### src/rtl/piano_pkg.sv
// Shared types and helpers for the piano key front end.
// Latency: n/a (types, constants and pure functions only).
// Backpressure: n/a.
package piano_pkg;

    localparam int         NUM_KEYS = 12;
    localparam int         OCT_W    = 4;
    localparam int         IDX_W    = 4;
    localparam logic [3:0] OCT_MAX  = 4'd8;

    // One note event as seen by the tone generator.
    typedef struct packed {
        logic             on;
        logic [IDX_W-1:0] idx;
        logic [OCT_W-1:0] oct;
    } note_t;

    // Event handshake state.
    typedef enum logic {
        IDLE = 1'b0,
        PEND = 1'b1
    } ev_state_t;

    // Octave selects above the top playable octave fold onto it.
    function automatic logic [OCT_W-1:0] clamp_oct(input logic [OCT_W-1:0] oct);
        return (oct > OCT_MAX) ? OCT_MAX : oct;
    endfunction

    // Highest pitch wins: bit 0 is B, the highest key, so the lowest set
    // bit index b is selected and reported as note 11-b.
    function automatic note_t encode_keys(input logic [NUM_KEYS-1:0] keys,
                                          input logic [OCT_W-1:0]    oct);
        note_t n;
        n.on  = 1'b0;
        n.idx = '0;
        n.oct = clamp_oct(oct);
        // Walk from the lowest pitch upward so the last hit is the highest.
        for (int b = NUM_KEYS - 1; b >= 0; b--) begin
            if (keys[b]) begin
                n.on  = 1'b1;
                n.idx = IDX_W'(NUM_KEYS - 1 - b);
            end
        end
        return n;
    endfunction

endpackage

### src/rtl/input_debounce.sv
// Two-flop synchroniser plus a shared-window debouncer for a bus of raw inputs.
// Latency: stable output follows a settled input DEBOUNCE_CYCLES+2 edges after it is sampled.
// Backpressure: none; free-running, any bit change restarts the window for the whole bus.
module input_debounce #(
    parameter int WIDTH           = 16,
    parameter int DEBOUNCE_CYCLES = 5000,
    parameter int CNT_W           = 13
) (
    input  logic             clk,
    input  logic             rst,
    input  logic [WIDTH-1:0] din,
    output logic [WIDTH-1:0] dout
);

    localparam logic [CNT_W-1:0] CNT_LAST = CNT_W'(DEBOUNCE_CYCLES - 1);

    logic [WIDTH-1:0] sync1_q,  sync1_d;
    logic [WIDTH-1:0] sync2_q,  sync2_d;
    logic [WIDTH-1:0] cand_q,   cand_d;
    logic [WIDTH-1:0] stable_q, stable_d;
    logic [CNT_W-1:0] cnt_q,    cnt_d;

    // Synchronise, then track how long the synchronised bus has held one value.
    always_comb begin
        sync1_d  = din;
        sync2_d  = sync1_q;
        cand_d   = cand_q;
        cnt_d    = cnt_q;
        stable_d = stable_q;
        if (sync2_q != cand_q) begin
            // New value: restart the quiet window from zero.
            cand_d = sync2_q;
            cnt_d  = '0;
        end else if (cnt_q == CNT_LAST) begin
            // Window complete: keep committing and park the counter here.
            stable_d = cand_q;
        end else begin
            cnt_d = cnt_q + 1'b1;
        end
    end

    // State registers with synchronous reset.
    always_ff @(posedge clk) begin
        if (rst) begin
            sync1_q  <= '0;
            sync2_q  <= '0;
            cand_q   <= '0;
            cnt_q    <= '0;
            stable_q <= '0;
        end else begin
            sync1_q  <= sync1_d;
            sync2_q  <= sync2_d;
            cand_q   <= cand_d;
            cnt_q    <= cnt_d;
            stable_q <= stable_d;
        end
    end

    assign dout = stable_q;

endmodule

### src/rtl/key_note_encoder.sv
// Debounces keys and octave, priority-encodes the highest pressed key, and emits note events.
// Latency: note_valid rises DEBOUNCE_CYCLES+4 edges after a settled input is first sampled.
// Backpressure: one event held frozen until note_ready; newer states coalesce into the next event.
module key_note_encoder
    import piano_pkg::*;
#(
    parameter int DEBOUNCE_CYCLES = 5000,
    parameter int CNT_W           = 13
) (
    input  logic                clk,
    input  logic                rst,
    input  logic [NUM_KEYS-1:0] keys_in,
    input  logic [OCT_W-1:0]    octave_in,
    output logic                note_valid,
    input  logic                note_ready,
    output logic                note_on,
    output logic [IDX_W-1:0]    note_idx,
    output logic [OCT_W-1:0]    note_oct,
    output logic [NUM_KEYS-1:0] key_stable
);

    logic [NUM_KEYS+OCT_W-1:0] deb_stable;
    logic [NUM_KEYS-1:0]       keys_stable;
    logic [OCT_W-1:0]          oct_stable;

    note_t     cur_q,   cur_d;
    note_t     last_q,  last_d;
    note_t     out_q,   out_d;
    logic      valid_q, valid_d;
    ev_state_t state_q, state_d;
    logic      differs;

    // Keys and octave share one debounce window so they settle together.
    input_debounce #(
        .WIDTH           (NUM_KEYS + OCT_W),
        .DEBOUNCE_CYCLES (DEBOUNCE_CYCLES),
        .CNT_W           (CNT_W)
    ) u_debounce (
        .clk  (clk),
        .rst  (rst),
        .din  ({keys_in, octave_in}),
        .dout (deb_stable)
    );

    assign keys_stable = deb_stable[NUM_KEYS+OCT_W-1:OCT_W];
    assign oct_stable  = deb_stable[OCT_W-1:0];

    // Clamp and priority encode the debounced state into the current note.
    always_comb begin
        cur_d = encode_keys(keys_stable, oct_stable);
    end

    // An octave change while silent is not worth an event; otherwise any difference is.
    assign differs = (cur_q.on || last_q.on) && (cur_q != last_q);

    // Event FSM: launch a snapshot of cur, hold it until accepted, then re-compare.
    always_comb begin
        state_d = state_q;
        out_d   = out_q;
        last_d  = last_q;
        valid_d = valid_q;
        case (state_q)
            IDLE: begin
                if (differs) begin
                    out_d   = cur_q;
                    valid_d = 1'b1;
                    state_d = PEND;
                end
            end
            PEND: begin
                if (note_ready) begin
                    last_d  = out_q;
                    valid_d = 1'b0;
                    state_d = IDLE;
                end
            end
            default: begin
                valid_d = 1'b0;
                state_d = IDLE;
            end
        endcase
    end

    // Registers for the encoded note, the handshake and the last accepted event.
    always_ff @(posedge clk) begin
        if (rst) begin
            cur_q   <= '0;
            last_q  <= '0;
            out_q   <= '0;
            valid_q <= 1'b0;
            state_q <= IDLE;
        end else begin
            cur_q   <= cur_d;
            last_q  <= last_d;
            out_q   <= out_d;
            valid_q <= valid_d;
            state_q <= state_d;
        end
    end

    assign note_valid = valid_q;
    assign note_on    = out_q.on;
    assign note_idx   = out_q.idx;
    assign note_oct   = out_q.oct;
    assign key_stable = keys_stable;

endmodule

### config.mk
export PLATFORM = sky130hd
export DESIGN_NAME = key_note_encoder
export DESIGN_NICKNAME = d
export VERILOG_FILES = /design/src/rtl/piano_pkg.sv /design/src/rtl/input_debounce.sv /design/src/rtl/key_note_encoder.sv
export SDC_FILE = /design/constraint.sdc
export NUM_CORES = 1
export LEC_CHECK = 0
export BUFFER_PORTS_ARGS = -buffer_cell sky130_fd_sc_hd__buf_2
export CAP_MARGIN = 0
export CORE_UTILIZATION = 40
export DETAILED_ROUTE_END_ITERATION = 7
export GPL_ROUTABILITY_DRIVEN = 0
export GPL_TIMING_DRIVEN = 1
export PLACE_DENSITY = 0.68
export SKIP_LAST_GASP = 1
export SYNTH_ARGS = -nofsm -noshare
export SYNTH_HDL_FRONTEND = slang
export SYNTH_SLANG_ARGS = --single-unit
### constraint.sdc
create_clock -name clk -period 2.2 [get_ports clk]
set_input_delay 0 -clock clk [delete_from_list [all_inputs] [get_ports clk]]
set_output_delay 0 -clock clk [all_outputs]
set_load 0.005 [all_outputs]
Yosys cells after proc, flatten, opt, wreduce, memory -nomap -nowiden
Index checks and enable logic that the tools add are counted. W data, S select, Z words.

Register bits: 106. Bits in latches: 0. Bits in writable memories: 0. Bits in read-only memories: 0. Input port bits: 19. Output and inout bits: 22. Word-level logic and storage cells: 55. Memories: 0.

Add/subtract/negate cells: 1. $mul: 0. Divide/modulo/power cells: 0. Order comparisons: 1. Equality and inequality tests: 5. Shift operators: 0. Muxes and demuxes: 19. Bitwise operators: 2. Reductions and logical operators: 9.

Operators with widths (count): $mux W5 (12); $ne A16 B16 Y1 (1); $add A13 B1 Y13 const B (1); $eq A13 B13 Y1 const B (1); $ne A9 B9 Y1 (1); $reduce_and A2 Y1 (4); $reduce_or A5 Y1 (1); $gt A4 B4 Y1 const B (1); $mux W1 (4); $mux W4 (1); $ne A2 B2 Y1 const B (2); $pmux W1 S2 (2); $reduce_or A2 Y1 (2); $not A1 Y1 (2); $logic_and A1 B1 Y1 (1); $logic_or A1 B1 Y1 (1).

Longest topological paths before layout
Gate-level depths: netlist (run 1).

Depth after elaboration: 12. Gate-level depth with buffers: 7. Mapped depth without buffers: 6.

Modules after synthesis
Synthesis (run 1) repeated with hierarchy kept, for this count alone.

Cells, all modules: 432. Area, all modules: 4201.5 sq um.

Modules (own cells, without submodules): input_debounce (instances 1, cells an instance 261, area each 2743.9 sq um, sequential area each 1541.5 sq um); key_note_encoder (instances 1, cells an instance 171, area each 1457.6 sq um, sequential area each 580.6 sq um).

Worst setup path before layout (run 1)
Ideal clock, no wire load.

Path type: flip-flop to flip-flop. Start point: reg u_debounce.cand_q[13]. End point: reg u_debounce.stable_q[10] (netlist: u_debounce.dout[10]). Library setup time: 0.072 ns. Data arrival time: 1.502 ns. Required time: 2.128 ns. Setup slack: 0.626 ns. Stages on the path, launching flop included: 7. Path buffers: 1. Period minus slack after synthesis: 1.574 ns. Path through: dfxtp_1 > xor2_1 > nor4_2 > nand4_2 > nor2_4 > buf_12 > mux2i_1.

Longest elaborated chain between the ends: 3.

Ends and longest elaborated chain: start: declaration (line input_debounce.sv:19) `logic [WIDTH-1:0] cand_q, cand_d;`; start signal: assignment (line input_debounce.sv:53) `cand_q <= cand_d;`; $ne A16 B16 Y1 (line input_debounce.sv:30) `if (sync2_q != cand_q) begin`; $not A1 Y1 (no line); $reduce_and A2 Y1 (no line); end signal: assignment (line input_debounce.sv:55) `stable_q <= stable_d;`; end: declaration (line input_debounce.sv:20) `logic [WIDTH-1:0] stable_q, stable_d;`.

No other way between the ends. A chain may end at the register's enable or synchronous reset.

Worst setup path in the final report (run 1)
Start point: reg u_debounce.cand_q[2]. End point: reg u_debounce.stable_q[6] (netlist: u_debounce.dout[6]).

Same word-level chain as after synthesis.

==> results.sh, run 1 <==
export IMPL_areaGrowthSynthToFinish_pct=14.8
export IMPL_fin_skew_ns=0.0120
export IMPL_via_per_inst=4.47
export IMPL_n_fill_cell=953
export IMPL_ys_types=36
export IMPL_slew_violations=0
export IMPL_first_pass_iters=4
export IMPL_core_sq_um=9770
export IMPL_tightest_slew_ns=0.543
export IMPL_synth_area_per_cell_sq_um=10.3
export IMPL_rsz0062_at_grt="false"
export IMPL_fmax_mhz=541
export IMPL_power_density_nw_per_um2=710
export IMPL_track_usage_pct=14.1
export IMPL_grt_pass1_vias=2465
export IMPL_vdd_drop_max_mv=0.323
export IMPL_cp_slowest_cell="nor2_4"
export IMPL_grt_pass1_wl_um=11300
export IMPL_status="complete, no violations"
export IMPL_drt_iter0_drc=61
export IMPL_hold_class="input pin to flop"
export IMPL_clockBufferDepth=2
export IMPL_dieArea_sq_um=10500
export IMPL_overflow=0
export IMPL_drive_gt1_share_pct=15.6
export IMPL_n_antenna_cell=0
export IMPL_period_share_pct=84.1
export IMPL_place_ws_ns=0.385
export IMPL_initial_utilization_pct=41.2
export IMPL_dp_cells=542
export IMPL_syn_inst=392
export IMPL_hold_viol=0
export IMPL_finalSetupTns_ns=0
export IMPL_final_cells=574
export IMPL_dieWidth_um=102
export IMPL_power_mw=3.28
export IMPL_period_minus_slack_ns=1.85
export IMPL_critPathCaptureType="flop"
export IMPL_wirelength_um=6620
export IMPL_fin_ws_ns=0.351
export IMPL_cts_tree="yes"
export IMPL_crit_required_ns=2.48
export IMPL_crit_chain="xor2_1, nor4_2, nand4_2, nor2_4, mux2i_1"
export IMPL_synth_area_sq_um=4020
export IMPL_yosysSeqAreaShare_pct=52.7
export IMPL_port_buffers=40
export IMPL_numCtsBuffers=9
export IMPL_cap_violations=0
export IMPL_ios=41
export IMPL_nets=458
export IMPL_clk_pin_slew_ns=0.09
export IMPL_wl_per_cell_um=11.5
export IMPL_relSlewSlack_pct=63.7
export IMPL_crit_path_start_kind="flop"
export IMPL_critPathMaxStageDelay_ns=0.49
export IMPL_finalSetupViolCount=0
export IMPL_clkLatencyLatePin_ns=0.36
export IMPL_num_rows=36
export IMPL_htreeDepth=3
export IMPL_arrival_ns=2.13
export IMPL_ys_ff_latch=106
export IMPL_ant_nets=0
export IMPL_cts_sinks=106
export IMPL_dr_total_vias=2565
export IMPL_dp_hpwl_um=4610
export IMPL_die_h_um=102
export IMPL_grt_antenna_before_repair=0
export IMPL_grt_max_degree=41
export IMPL_power_leakage_nw=1.85
export IMPL_path_max_fanout=15
export IMPL_syn_num_nets=413
export IMPL_cts_root_buf="clkbuf_8"
export IMPL_drc_errors=0
export IMPL_ctsResizeCount=0
export IMPL_critPathKind="flop to flop"
export IMPL_yosys_warnings=0
[cells in the mapped netlist (all sizes together)]
| library cell | count | area (sq um) |
|---|---|---|
| xor2 | 33 | 289 |
| ha | 2 | 25.0 |
| xnor2 | 3 | 26.3 |
| and4bb | 1 | 12.5 |
| nor4 | 9 | 87.6 |
| and2 | 6 | 37.5 |
| a21oi | 13 | 65.1 |
| o21bai | 2 | 15.0 |
| nand2 | 23 | 86.3 |
| or2b | 3 | 22.5 |
| nand4 | 3 | 25.0 |
| a31oi | 2 | 12.5 |
| dfxtp | 106 | 2120 |
| and4 | 4 | 35.0 |
| mux2i | 25 | 250 |
| o41ai | 1 | 8.76 |
| nand2b | 27 | 169 |
| nor3 | 2 | 10.0 |
| o31ai | 1 | 7.51 |
| buf | 15 | 129 |
| nor2b | 50 | 313 |
| nand3 | 5 | 37.5 |
| nor2 | 32 | 128 |
| inv | 6 | 22.5 |
| clkbuf | 13 | 48.8 |
| a311oi | 1 | 8.76 |
| a221oi | 1 | 8.76 |
| o21ai | 1 | 5.00 |
| or2 | 1 | 8.76 |
| nor3b | 1 | 7.51 |
[metrics by stage]
stage	cell area [sq um]	hold slack [ns]	utilization (%)
final	4620	0.0450	47.2
after global routing	4620	0.0443	47.2
after CTS	4620	0.0211	47.2
after detailed placement	4260	0.213	43.5
after global placement	4260	0.212	43.5
after floorplan	4020	0.128	-
[final timing paths]
check                             start                    end  slack (ns)  cells past startpoint
hold / removal                      rst   u_debounce.cand_q[0]        0.04                      2
setup / recovery   u_debounce.cand_q[2]     u_debounce.dout[6]        0.35                      5
setup reg to reg   u_debounce.cand_q[2]     u_debounce.dout[6]        0.35                      5
hold reg to reg   u_debounce.sync1_q[9]  u_debounce.sync2_q[9]        0.44                      1
[state kept, by name, summed over array words and instances (netlist names)]
register / count
last_q: 9
state_q: 1
note_valid: 1
note_on: 1
note_idx: 4
cur_q: 9
u_debounce.dout: 16
note_oct: 4
u_debounce.sync1_q: 16
u_debounce.cnt_q: 13
u_debounce.sync2_q: 16
u_debounce.cand_q: 16
[critical path, delay by kind of cell (launching register included)]
kind	cells	cell delay (ns)
flops	1	0.33
xor+xnor	1	0.17
mux	1	0.27
simple gates	3	0.99
[routing by layer]
metal	routed length (um)	vias up	part of all wire, %	global-route usage [%]
met1	3290	1164	50	17.6
li1	-	1349	-	-
met5	0	-	0	0
met2	2980	42	45	23.1
met4	129	0	1.9	6.26
met3	221	10	3.3	3.49
[repair_timing]
item                      4_1_cts  5_1_grt
setup buffers                   0        0
hold endpoints to repair       17        0
hold buffers                   17        0
[power by group]
group          switching [mW]  internal, mW  total [mW]
Sequential             0.0159          1.95        1.97
Clock                   0.641         0.529        1.17
Combinational          0.0600        0.0800       0.140
[area by class of cell]
cell class	instances	area, sq um	share of cell area (%)
Clock buffer	10	128	2.76
Sequential cell	106	2120	45.9
Multi-Input combinational cell	252	1710	37.0
Clock inverter	5	63.8	1.38
Timing Repair Buffer	62	408	8.83
Inverter	6	22.5	0.488
Tap cell	133	166	3.60
[placed cells by master (no fill, tap or decap), types with 3 or more instances in the layout]
| master | netlist | final |
|---|---|---|
| nor2b_1 | 50 | 50 |
| xor2_1 | 33 | 33 |
| nor4_2 | 5 | 5 |
| xnor2_1 | 3 | 3 |
| clkbuf_8 | 0 | 9 |
| buf_2 | 0 | 40 |
| nor4_1 | 4 | 4 |
| dfxtp_1 | 106 | 106 |
| and4_1 | 4 | 4 |
| nand2_1 | 23 | 23 |
| a21oi_1 | 13 | 13 |
| mux2i_1 | 25 | 25 |
| or2b_1 | 3 | 3 |
| nand3_1 | 4 | 4 |
| and2_1 | 6 | 6 |
| inv_1 | 6 | 6 |
| dlygate4sd3_1 | 0 | 17 |
| nand2b_1 | 27 | 27 |
| buf_4 | 13 | 5 |
| nor2_1 | 31 | 31 |
[cell families after synthesis]
family | synth area share, %
flip-flops | 52.7
buffers and inverters | 4.98
multiplexers | 6.22
XOR/XNOR | 7.84
adder cells (fa/ha/maj) | 0.622
AND/OR/NAND/NOR | 24.3
AO/OA/AOI/OAI | 3.26
(Power assumes the default switching activity.)
==> run 2: changes to the inputs <==
--- a/config.mk
+++ b/config.mk
@@ -5,13 +5,14 @@
 export SDC_FILE = /design/constraint.sdc
 export NUM_CORES = 1
 export LEC_CHECK = 0
+export ABC_AREA = 1
 export BUFFER_PORTS_ARGS = -buffer_cell sky130_fd_sc_hd__buf_2
 export CAP_MARGIN = 0
 export CORE_UTILIZATION = 40
 export DETAILED_ROUTE_END_ITERATION = 7
 export GPL_ROUTABILITY_DRIVEN = 0
 export GPL_TIMING_DRIVEN = 1
-export PLACE_DENSITY = 0.68
+export PLACE_DENSITY = 0.7
 export SKIP_LAST_GASP = 1
 export SYNTH_ARGS = -nofsm -noshare
 export SYNTH_HDL_FRONTEND = slang
==> constraint.sdc (replaced) <==
create_clock -name clk -period 1.5 [get_ports clk]
set_input_delay 0 -clock clk [delete_from_list [all_inputs] [get_ports clk]]
set_output_delay 0 -clock clk [all_outputs]
set_load 0.005 [all_outputs]
==> run 2 against run 1 <==
Net effect: total power rose by 52%; combinational power rose by 98%; via count rose by 37%; first-iteration DRC count rose by 110%; maximum frequency rose by 24%; setup slack got worse by 0.34 ns; register-to-register slack got worse by 0.34 ns; sequential share of layout area fell by 5.0 points; clock power rose by 54%; largest cell class unchanged.
==> results.sh, run 2 <==
export IMPL_yosysTopAreaCell="dfxtp_1"
export IMPL_min_delay_start="rst"
export IMPL_synthFlopType="dfxtp_1"
export IMPL_critPathKind="flop to flop"
export IMPL_yosysSeqAreaShare_pct=49.1
export IMPL_fin_skew_ns=0.00770
export IMPL_dieWidth_um=106
export IMPL_ys_ff_latch=106
export IMPL_clkLatencyLatePin_ns=0.35
export IMPL_synthTopCellsByCount="nand2_1 (135), inv_1 (108), dfxtp_1 (106)"
export IMPL_ff2ff_path_depth=6
export IMPL_rsz0062_at_grt="true"
export IMPL_hold_class="input pin to flop"
export IMPL_status="complete, no violations"
export IMPL_hold_end="cur_q[8]"
export IMPL_mostFrequentLayoutCells="nand2_1 (133), inv_1 (104), dfxtp_1 (97), nor2_1 (96), buf_2 (40)"
export IMPL_tightest_slew_ns=0.721
export IMPL_port_buffers=40
export IMPL_synth_most_common_cell="nand2_1"
export IMPL_ys_async_sr_fraction_pct=0
export IMPL_slew_violations=0
export IMPL_overflow=0
export IMPL_final_cells=798
export IMPL_drt_iter0_drc=131
export IMPL_grt_antenna_before_repair=0
export IMPL_dp_hpwl_um=5720
export IMPL_critPathCaptureType="flop"
export IMPL_cts_tree="yes"
export IMPL_period_share_pct=99.3
export IMPL_power_mw=4.97
export IMPL_clockBufferDepth=2
export IMPL_path_max_fanout=4
export IMPL_ant_nets=0
export IMPL_wirelength_um=8180
export IMPL_synth_edf_count=0
export IMPL_num_rows=37
export IMPL_hold_worst_slack_ns=0.0808
export IMPL_crit_required_ns=1.80
export IMPL_first_pass_iters=4
export IMPL_n_antenna_cell=0
export IMPL_synth_top_area_share_pct=49.1
export IMPL_track_usage_pct=15.7
export IMPL_numCtsBuffers=9
export IMPL_htreeDepth=3
export IMPL_syn_num_nets=616
export IMPL_ios=41
export IMPL_relSlewSlack_pct=51.9
export IMPL_grt_pass1_wl_um=14200
export IMPL_dp_cells=761
export IMPL_crit_path_start_kind="flop"
export IMPL_hold_viol=0
export IMPL_yosys_warnings=0
export IMPL_period_minus_slack_ns=1.49
export IMPL_drc_errors=0
export IMPL_fmax_mhz=671
export IMPL_dr_total_vias=3509
export IMPL_finalSetupViolCount=0
export IMPL_power_density_nw_per_um2=954
export IMPL_areaGrowthSynthToFinish_pct=20.5
export IMPL_layout_commonest_cell="nand2_1"
export IMPL_nets=678
export IMPL_core_sq_um=10400
export IMPL_n_fill_cell=1016
export IMPL_grt_max_degree=49
export IMPL_drive_gt1_share_pct=20.1
export IMPL_synth_area_per_cell_sq_um=7.27
export IMPL_initial_utilization_pct=41.5
export IMPL_via_per_inst=4.40
export IMPL_wl_per_cell_um=10.3
export IMPL_cts_root_buf="clkbuf_8"
export IMPL_synth_area_sq_um=4320
export IMPL_die_h_um=106
export IMPL_arrival_ns=1.79
export IMPL_grt_pass1_vias=3301
export IMPL_place_ws_ns=-0.0315
export IMPL_clk_pin_slew_ns=0.10
export IMPL_ys_types=33
export IMPL_r2r_slack_ns=0.01
export IMPL_ys_top_cells_by_area="dfxtp_1 (49%), nand2_1 (12%), inv_1 (9.4%), nor2_1 (8.6%), a21oi_1 (3.1%)"
export IMPL_cap_violations=0
export IMPL_dieArea_sq_um=11200
export IMPL_cts_sinks=106
export IMPL_power_leakage_nw=2.38
export IMPL_vdd_drop_max_mv=0.585
export IMPL_r2r_end="u_debounce.cnt_q[8]"
export IMPL_min_path_cells=3
export IMPL_syn_inst=595
export IMPL_r2r_start="u_debounce.cnt_q[0]"
export IMPL_fin_ws_ns=0.00987
## run 2: routing by layer
metal  global-route usage [%]  share of wire [%]  vias up
met5                        0                  0        -
met4                     6.75                1.8        0
met3                     3.07                3.4       10
met2                     27.6                 49       64
met1                     18.6                 46     1526
li1                         -                  -     1909
## run 2: layout make-up
type | count | area (sq um) | area share, %
flip-flops and latches | 106 | 2130 | 40.9
multi-input cells | 350 | 1730 | 33.1
repair buffers | 80 | 554 | 10.6
inverters | 110 | 417 | 8.00
well taps | 136 | 170 | 3.27
clock buffers | 11 | 141 | 2.71
clock inverters | 5 | 67.6 | 1.30
## run 2: kinds of logic after synthesis
family                   Yosys count  share of synthesized area (%)
AND/OR/NAND/NOR                  293                           29.2
buffers and inverters            139                           13.6
flip-flops                       106                           49.1
AO/OA/AOI/OAI                     50                           6.54
XOR/XNOR                           5                           1.01
adder cells (fa/ha/maj)            2                          0.579
## run 2: stage by stage
| stage | cell area [sq um] | setup TNS (ns) | utilization, % |
|---|---|---|---|
| CTS | 5100 | 0 | 48.9 |
| detailed placement | 4670 | -0.173 | 44.8 |
| finish | 5210 | 0 | 50.0 |
| global placement | 4670 | -0.00715 | 44.8 |
| floorplan | 4340 | 0 | - |
| global route | 5210 | -2.27 | 50.0 |
## run 2: repair_timing
item / CTS / global route
buffers inserted: 1 / 2
hold endpoints to repair: 17 / 0
pin swaps: 4 / 8
resized for setup: 8 / 32
gates cloned: 1 / 0
hold buffers: 17 / 0
setup endpoints to repair: 30 / 40
## run 2: power breakdown
group / switching [mW] / total [mW] / internal (mW)
Combinational: 0.154 / 0.277 / 0.123
Clock: 0.959 / 1.80 / 0.846
Sequential: 0.0237 / 2.89 / 2.87
## run 2: worst max path at each step
stage,startpoint,end,slack (ns),depth (start not counted)
after CTS,cur_q[8],note_oct[2],0.002,10
after global routing,u_debounce.cand_q[1],u_debounce.cnt_q[9],-0.09,11
after global placement,cur_q[8],note_idx[1],-0.007,10
after floorplan,cur_q[8],note_idx[0],0.008,9
after detailed placement,cur_q[8],note_oct[2],-0.03,10
final,u_debounce.cnt_q[0],u_debounce.cnt_q[8],0.01,6
## run 2: worst max-delay path, stage by stage, from the launching register on
cell and delay, ns:
dfxtp_2 0.37, ha_4 0.17, nand3_2 0.12, nor3_4 0.24
nand2_1 0.13, or2_2 0.30, a21oi_2 0.11
==> run 3: changes to the inputs <==
--- a/config.mk
+++ b/config.mk
@@ -8,6 +8,7 @@
 export ABC_AREA = 1
 export BUFFER_PORTS_ARGS = -buffer_cell sky130_fd_sc_hd__buf_2
 export CAP_MARGIN = 0
+export CORE_ASPECT_RATIO = 0.8
 export CORE_UTILIZATION = 40
 export DETAILED_ROUTE_END_ITERATION = 7
 export GPL_ROUTABILITY_DRIVEN = 0
==> run 3 against run 2 <==
Net effect: the run now ends with setup timing left; hold slack better by 0.11 ns; largest power group unchanged; combinational power is 6% higher; wire length is 2.3% higher; clock power is 38% higher; critical path depth is 3 higher; sequential power hardly changed.
==> results.sh, run 3 (synthesized netlist as in run 2, its figures left out) <==
export IMPL_ant_nets=0
export IMPL_hold_class="input pin to flop"
export IMPL_cts_root_buf="clkbuf_16"
export IMPL_fmax_mhz=658
export IMPL_grt_pass1_wl_um=13900
export IMPL_clkLatencyLatePin_ns=0.35
export IMPL_crit_required_ns=1.74
export IMPL_period_share_pct=101
export IMPL_htreeDepth=3
export IMPL_r2r_end="note_oct[3]"
export IMPL_finalSetupViolCount=2
export IMPL_min_delay_start="rst"
export IMPL_drive_gt1_share_pct=21.5
export IMPL_worstSetupStartpoint="last_q[8]"
export IMPL_num_rows=33
export IMPL_core_sq_um=10400
export IMPL_n_fill_cell=988
export IMPL_p_clk_share_pct=43.7
export IMPL_pwr_share_seq_pct=51.1
export IMPL_swShare_pct=20.5
export IMPL_path_max_fanout=8
export IMPL_r2r_slack_ns=-0.02
export IMPL_layout_area_seq_sq_um=2140
export IMPL_track_usage_pct=15.7
export IMPL_relSlewSlack_pct=57.6
export IMPL_status="complete, but fails checks"
export IMPL_hold_worst_slack_ns=0.186
export IMPL_finalSetupTns_ns=-0.0216
export IMPL_overflow=0
export IMPL_areaGrowthSynthToFinish_pct=24.2
export IMPL_cts_tree="yes"
export IMPL_cap_violations=0
export IMPL_critPathTopFamily="simple AND/OR/NAND/NOR gates"
export IMPL_initial_utilization_pct=41.7
export IMPL_crit_chain="inv_2, ha_4, inv_2, nand2_2, nor3_2, nand3_2, clkbuf_16, a21oi_1, nor2_1"
export IMPL_critPathCaptureType="flop"
export IMPL_mostFrequentLayoutCells="nand2_1 (128), inv_1 (101), nor2_1 (97), dfxtp_1 (92), buf_2 (40)"
export IMPL_p_sw_mw=1.16
export IMPL_vdd_drop_max_mv=0.602
export IMPL_hold_viol=0
export IMPL_die_h_um=95.0
export IMPL_nets=680
export IMPL_power_mw=5.66
export IMPL_first_pass_iters=4
export IMPL_clk_pin_slew_ns=0.07
export IMPL_dr_total_vias=3551
export IMPL_power_leakage_nw=2.47
export IMPL_min_path_cells=3
export IMPL_critPathMaxStageDelay_ns=0.32
export IMPL_p_int_mw=4.50
export IMPL_arrival_ns=1.76
export IMPL_drt_iter0_drc=192
export IMPL_critPathKind="flop to flop"
export IMPL_wl_per_cell_um=10.4
export IMPL_multiInputGateArea_sq_um=1710
export IMPL_period_minus_slack_ns=1.52
export IMPL_crit_top_cell="inv_2"
export IMPL_numCtsBuffers=9
export IMPL_dieArea_sq_um=11200
export IMPL_grt_antenna_before_repair=0
export IMPL_dieWidth_um=118
export IMPL_dp_hpwl_um=5730
export IMPL_via_per_inst=4.42
export IMPL_grt_pass1_vias=3231
export IMPL_fin_skew_ns=0.00840
export IMPL_pwr_share_comb_pct=5.2
export IMPL_wirelength_um=8370
export IMPL_ff2ff_path_depth=9
export IMPL_slew_violations=0
export IMPL_violations="setup timing"
export IMPL_tightest_slew_ns=0.636
export IMPL_cts_sinks=106
export IMPL_n_antenna_cell=0
export IMPL_rsz0062_at_grt="true"
export IMPL_port_buffers=40
export IMPL_r2r_start="last_q[8]"
export IMPL_power_density_nw_per_um2=1050
export IMPL_drc_errors=0
export IMPL_layout_commonest_cell="nand2_1"
export IMPL_ios=41
export IMPL_fin_ws_ns=-0.0186
export IMPL_clockBufferDepth=2
export IMPL_grt_max_degree=40
export IMPL_cp_slowest_cell="dfxtp_2"
export IMPL_crit_path_start_kind="flop"
export IMPL_hold_end="cur_q[7]"
export IMPL_crit_buf_inv=3
## run 3: layout make-up
class,count,area share [%]
clock inverter,5,1.44
inverter,110,7.76
tap,140,3.26
sequential,106,39.9
timing repair buffer,82,11.2
multi-input combinational,350,31.9
clock buffer,11,4.52
## run 3: how the worst max path moves through the flow
stage | end | cells after the start | slack, ns
after global placement | u_debounce.cnt_q[12] | 6 | 0.01
after floorplan | note_idx[0] | 9 | 0.008
after CTS | note_idx[1] | 10 | -0.03
after global routing | note_idx[1] | 10 | -0.18
after detailed placement | u_debounce.cnt_q[12] | 6 | -0.04
final | note_oct[3] | 9 | -0.02
## run 3: worst reg2reg max path: stages (launching register included)
cell	delay [ns]
dfxtp_2	0.32
inv_2	0.04
ha_4	0.22
inv_2	0.05
nand2_2	0.04
nor3_2	0.16
nand3_2	0.17
clkbuf_16	0.21
a21oi_1	0.14
nor2_1	0.06
## run 3: what timing repair did
action                                  4_1_cts  5_1_grt
gates cloned                                  0        2
endpoints found under the setup margin       24       40
hold buffers                                 17        0
resized for setup                             5       45
pin swaps                                     3       18
hold endpoints to repair                     17        0
setup buffers                                 1        2
## run 3: stage by stage
stage	setup WS (ns)	cells	util [%]	instance area, sq um
after detailed placement	-0.0385	766	45.3	4690
after global routing	-0.180	804	51.8	5370
final	-0.0186	804	51.8	5370
after CTS	-0.0339	800	50.3	5210
after floorplan	0.00802	595	-	4340
after global placement	0.0122	766	45.3	4690
## run 3: layer usage
metal | track usage, % | up-vias | wire, um
met4 | 5.34 | 0 | 51
li1 | - | 1909 | -
met1 | 19.2 | 1575 | 4050
met3 | 5.37 | 5 | 341
met5 | 0 | - | 0
met2 | 25.9 | 62 | 3920
## run 3: power groups by stage
| stage | combinational, mW | clock, mW | sequential, mW |
|---|---|---|---|
| floorplan | 0.167 | 0 | 2.95 |
| global placement | 0.227 | 0 | 2.95 |
| detailed placement | 0.233 | 0 | 2.96 |
| CTS | 0.268 | 2.56 | 2.89 |
| global route | 0.334 | 2.68 | 2.90 |
| finish | 0.295 | 2.48 | 2.89 |
